[config.mk]
export PLATFORM = sky130hd
export DESIGN_NAME = stream_mux_2x1_rr
export DESIGN_NICKNAME = d
export VERILOG_FILES = /design/src/rtl/stream_mux_2x1_rr.sv
export SDC_FILE = /design/constraint.sdc
export NUM_CORES = 1
export LEC_CHECK = 0
export ABC_AREA = 1
export BUFFER_PORTS_ARGS = -buffer_cell sky130_fd_sc_hd__buf_2
export CAP_MARGIN = 40
export CORE_ASPECT_RATIO = 1.1
export CORE_MARGIN = 5
export CORE_UTILIZATION = 45
export CTS_BUF_LIST = sky130_fd_sc_hd__clkbuf_16
export DETAILED_ROUTE_END_ITERATION = 8
export PLACE_DENSITY = 0.86
export SLEW_MARGIN = 20
export SYNTH_ARGS = -nofsm -noshare
export SYNTH_HDL_FRONTEND = slang
export SYNTH_SLANG_ARGS = --single-unit
[constraint.sdc]
create_clock -name clk -period 1.2 [get_ports clk]
set_input_delay 0.12 -clock clk [delete_from_list [all_inputs] [get_ports clk]]
set_output_delay 0.12 -clock clk [all_outputs]
set_load 0.05 [all_outputs]
[src/rtl/stream_mux_2x1_rr.sv]
// Two-input packet stream merger: round-robin between packets, grant held until
// the last beat, registered output stage with valid/ready backpressure.
module stream_mux_2x1_rr #(
    parameter int unsigned DATA_W = 8
) (
    input  logic              clk,
    input  logic              rst_n,
    input  logic              s0_valid,
    output logic              s0_ready,
    input  logic [DATA_W-1:0] s0_data,
    input  logic              s0_last,
    input  logic              s1_valid,
    output logic              s1_ready,
    input  logic [DATA_W-1:0] s1_data,
    input  logic              s1_last,
    output logic              m_valid,
    input  logic              m_ready,
    output logic [DATA_W-1:0] m_data,
    output logic              m_last,
    output logic              m_src,
    output logic              busy
);

    typedef enum logic [1:0] {
        IDLE  = 2'd0,
        LOCK0 = 2'd1,
        LOCK1 = 2'd2
    } state_t;

    state_t state;
    state_t state_nxt;
    logic   prio;
    logic   prio_nxt;
    logic   out_free;
    logic   s0_xfer;
    logic   s1_xfer;

    // Output register can take a new beat when empty or draining this cycle
    assign out_free = !m_valid || m_ready;
    assign s0_xfer  = s0_valid && s0_ready;
    assign s1_xfer  = s1_valid && s1_ready;

    // State and priority pointer registers
    always_ff @(posedge clk or negedge rst_n) begin
        if (!rst_n) begin
            state <= IDLE;
            prio  <= 1'b0;
            busy  <= 1'b0;
        end else begin
            state <= state_nxt;
            prio  <= prio_nxt;
            busy  <= (state_nxt != IDLE);
        end
    end

    // Arbitration, packet lock and source ready generation
    always_comb begin
        state_nxt = state;
        prio_nxt  = prio;
        s0_ready  = 1'b0;
        s1_ready  = 1'b0;
        case (state)
            IDLE: begin
                if (s0_valid && (!s1_valid || !prio)) begin
                    state_nxt = LOCK0;
                end else if (s1_valid) begin
                    state_nxt = LOCK1;
                end
            end
            LOCK0: begin
                s0_ready = out_free;
                if (s0_valid && out_free && s0_last) begin
                    state_nxt = IDLE;
                    prio_nxt  = 1'b1;
                end
            end
            LOCK1: begin
                s1_ready = out_free;
                if (s1_valid && out_free && s1_last) begin
                    state_nxt = IDLE;
                    prio_nxt  = 1'b0;
                end
            end
            default: state_nxt = IDLE;
        endcase
    end

    // Registered output beat; contents held stable while stalled
    always_ff @(posedge clk or negedge rst_n) begin
        if (!rst_n) begin
            m_valid <= 1'b0;
            m_data  <= '0;
            m_last  <= 1'b0;
            m_src   <= 1'b0;
        end else if (s0_xfer) begin
            m_valid <= 1'b1;
            m_data  <= s0_data;
            m_last  <= s0_last;
            m_src   <= 1'b0;
        end else if (s1_xfer) begin
            m_valid <= 1'b1;
            m_data  <= s1_data;
            m_last  <= s1_last;
            m_src   <= 1'b1;
        end else if (m_valid && m_ready) begin
            m_valid <= 1'b0;
        end
    end

endmodule
==> summary.md <==
| Metric | Value |
|---|---|
| Final hold violation count | 0 |
| Failing checks | setup timing |
| WL/cell | 14.0 um |
| Final nets | 189 |
| DR iter-0 viols | 27 |
| Min-delay src | s0_last |
| I/O pins | 37 |
| Headroom to the max-slew limit | 76.9% |
| Avg Vias per Cell | 5.16 |
| First drt pass iteration count | 4 |
| Worst-Margin Slew | 0.347 ns |
| RSZ-0062 raised after global routing | yes |
| Synth Net Count | 137 |
| Tmin final | 1.30 ns |
| Maximum clock insertion buffer count | 2 |
| Final Cell Area | 1310 um2 |
| Antenna violations before repair | 0 |
| Worst-path clk slew | 0.05 ns |
| Vias in the first global route | 929 |
| Peak Freq | 768 MHz |
| Final setup violation count | 11 |
| Yosys warning count | 0 |
| Fillers | 131 |
| Max Cap Viol | 0 |
| Initial Util | 46.8% |
| Final period utilization | 108% |
| Total GRT Usage | 19.6% |
| Clk_lat worst skew | 0.24 ns |
| GRT overflow | 0 |
| Final clock skew | 0.00505 ns |
| Hpwl dp | 1790 um |
| Slew Limit Fails | 0 |
| Die height | 55.2 um |
| DRC Markers | 0 |
| Reg-to-Reg Start | state[0]$_DFF_PN0_ |
| Yosys top cell by area | dfrtp_1 |
| # diodes | 0 |
| CP Capture Type | flop |
| Cts bufs inserted | 3 |
| Main area contributors after synthesis | dfrtp_1 45%, nand2_1 18%, inv_1 9.9% |
| CP Class | flop to flop |
| Largest net degree at the start of global routing | 16 |
| Global-route wire length before repair | 4030 um |
| Routability Congestion | 0.859 |
| Top cell type's share of synthesized area | 45.0% |
| CTS Sinks | 15 |
| Sequential area share after synthesis | 45.0% |
| Die width | 51.1 um |
| Worst Path Arrival | 1.48 ns |
| CP delay by family, top | simple AND/OR/NAND/NOR gates |
| Min-delay worst type | input pin to flop |
| Post-Syn Area | 835 um2 |
| CTS tree | built |
| Maximum vdd drop | 0.00163 V |
| H-Tree Depth | 1 |
| R2R Setup Slk | -0.10 ns |
| Share of layout cells above drive strength 1 | 46.7% |
| Buffers on Ports | 36 |
| Final worst slack | -0.102 ns |
| Critical Path RT | 1.38 ns |
| Area grow syn2layout | 56.4% |
| Total number of vias | 944 |
| Status | finished with violations |
| Avg Cell Area, Syn | 7.32 um2 |
| Final wirelength | 2560 um |
| Core Region | 1780 um2 |
| Slowest cell on crit path | dfrtp_2 |
| Clock root cell | clkbuf_16 |
| Antenna viol nets, final | 0 |
| Most frequent cells in the layout | 34 x buf_2, 32 x nand2_1, 20 x inv_1 |
| R2R Path End | m_data[1]$_DFFE_PN0P_ |
| #FFs+latches synth | 15 |
| Cell Rows | 16 |
| Dpl cell area | 1100 um2 |
| Slowest stage delay, CP | 0.41 ns |
| Hold EP | prio$_DFFE_PN0P_ |
| PwrDens | 3070 nW/um2 |
| Mapped Cells | 114 |
| Dpl ws | -0.110 ns |
| Post-layout util | 73.2% |
| Buf/Inv on CP | 3 |
| Hold WS | 0.174 ns |
| Yosys cell types | 17 |
| Die area | 2820 um2 |
| Worst-path maximum fanout | 5 |
| Crit-path cells | inv_2, nor2_4, buf_6, nand3_4, buf_6, nand2_1, nand3_1, nand2_1 |
| Hold Path Stages | 3 |
| CP Launch Type | flop |
| Leakage | 0.771 nW |
| R2r worst-path depth | 8 |
| Commonest non-fill, non-tap cell in the layout | buf_2 |
-- synth_stat cells (all sizes together) --
cell type,n
inv,25
nand4,9
nand2,41
nand3,15
o21ai,1
nor2,4
buf,3
nor3,1
dfrtp,15
-- report_power, final --
group          total (mW)  internal, mW  leakage [nW]  switching, mW
clock               0.634         0.441        0.0423          0.194
sequential          0.942         0.768         0.179          0.174
combinational        2.43         0.777         0.549           1.66
-- per-stage QoR --
step	setup TNS (ns)	cells	power, mW
after global routing	-1.55	183	4.22
after detailed placement	-0.805	171	3.00
after CTS	-0.505	182	3.93
after floorplan	-0.228	114	2.49
after global placement	-0.0415	171	2.92
final	-0.777	183	4.01
-- registers in the layout (all words and copies together), names as in the netlist --
name	count
m_src	1
prio	1
m_data	8
m_last	1
busy	1
m_valid	1
state	2
-- layer usage --
layer	vias up	part of all wire [%]	track usage, %	wire length, um
met5	-	0	0	0
met4	0	4.2	15.7	107
met3	11	5.2	3.75	132
met2	52	52	31.5	1330
met1	425	39	23.3	990
li1	456	-	-	-
-- worst register-to-register path, delay by kind of cell, from the launching register on --
| family | cells | cell delay (ns) |
|---|---|---|
| simple gates | 5 | 0.46 |
| buf+inv | 3 | 0.37 |
| flops | 1 | 0.41 |
-- logic make-up (layout without fill, tap and decap cells) --
group	after synthesis	after routing	share of synthesized area, %
flops	15	15	45.0
simple gates	70	70	40.8
buf+inv	28	79	13.6
compound gates	1	1	0.599
-- how the worst max path moves through the flow --
stage                             to                 from  slack [ns]  cells after the start
2_1_floorplan               s1_ready  m_valid$_DFFE_PN0P_       -0.22                      4
3_3_place_gp   m_data[2]$_DFFE_PN0P_   state[0]$_DFF_PN0_       -0.01                      7
3_5_place_dp   m_data[1]$_DFFE_PN0P_   state[0]$_DFF_PN0_       -0.11                      7
4_1_cts                     s1_ready   state[0]$_DFF_PN0_       -0.07                      3
5_1_grt        m_data[2]$_DFFE_PN0P_   state[0]$_DFF_PN0_       -0.16                      8
6_report       m_data[1]$_DFFE_PN0P_   state[0]$_DFF_PN0_       -0.10                      8
-- repair_timing --
item	4_1_cts	5_1_grt
buffers inserted	6	1
setup endpoints to repair	13	16
resized for setup	18	5
cloned	0	0
pin swaps	5	3
endpoints found under the hold margin	15	0
hold buffers	1	0
-- layout make-up --
class	instances	area, um2	area share (%)
Clock inverter	1	3.75	0.288
Sequential cell	15	379	29.1
Clock buffer	3	75.1	5.75
Timing Repair Buffer	50	315	24.2
Inverter	25	106	8.15
Multi-Input combinational cell	71	403	30.9
Tap cell	18	22.5	1.73
(Power assumes the default switching activity.)
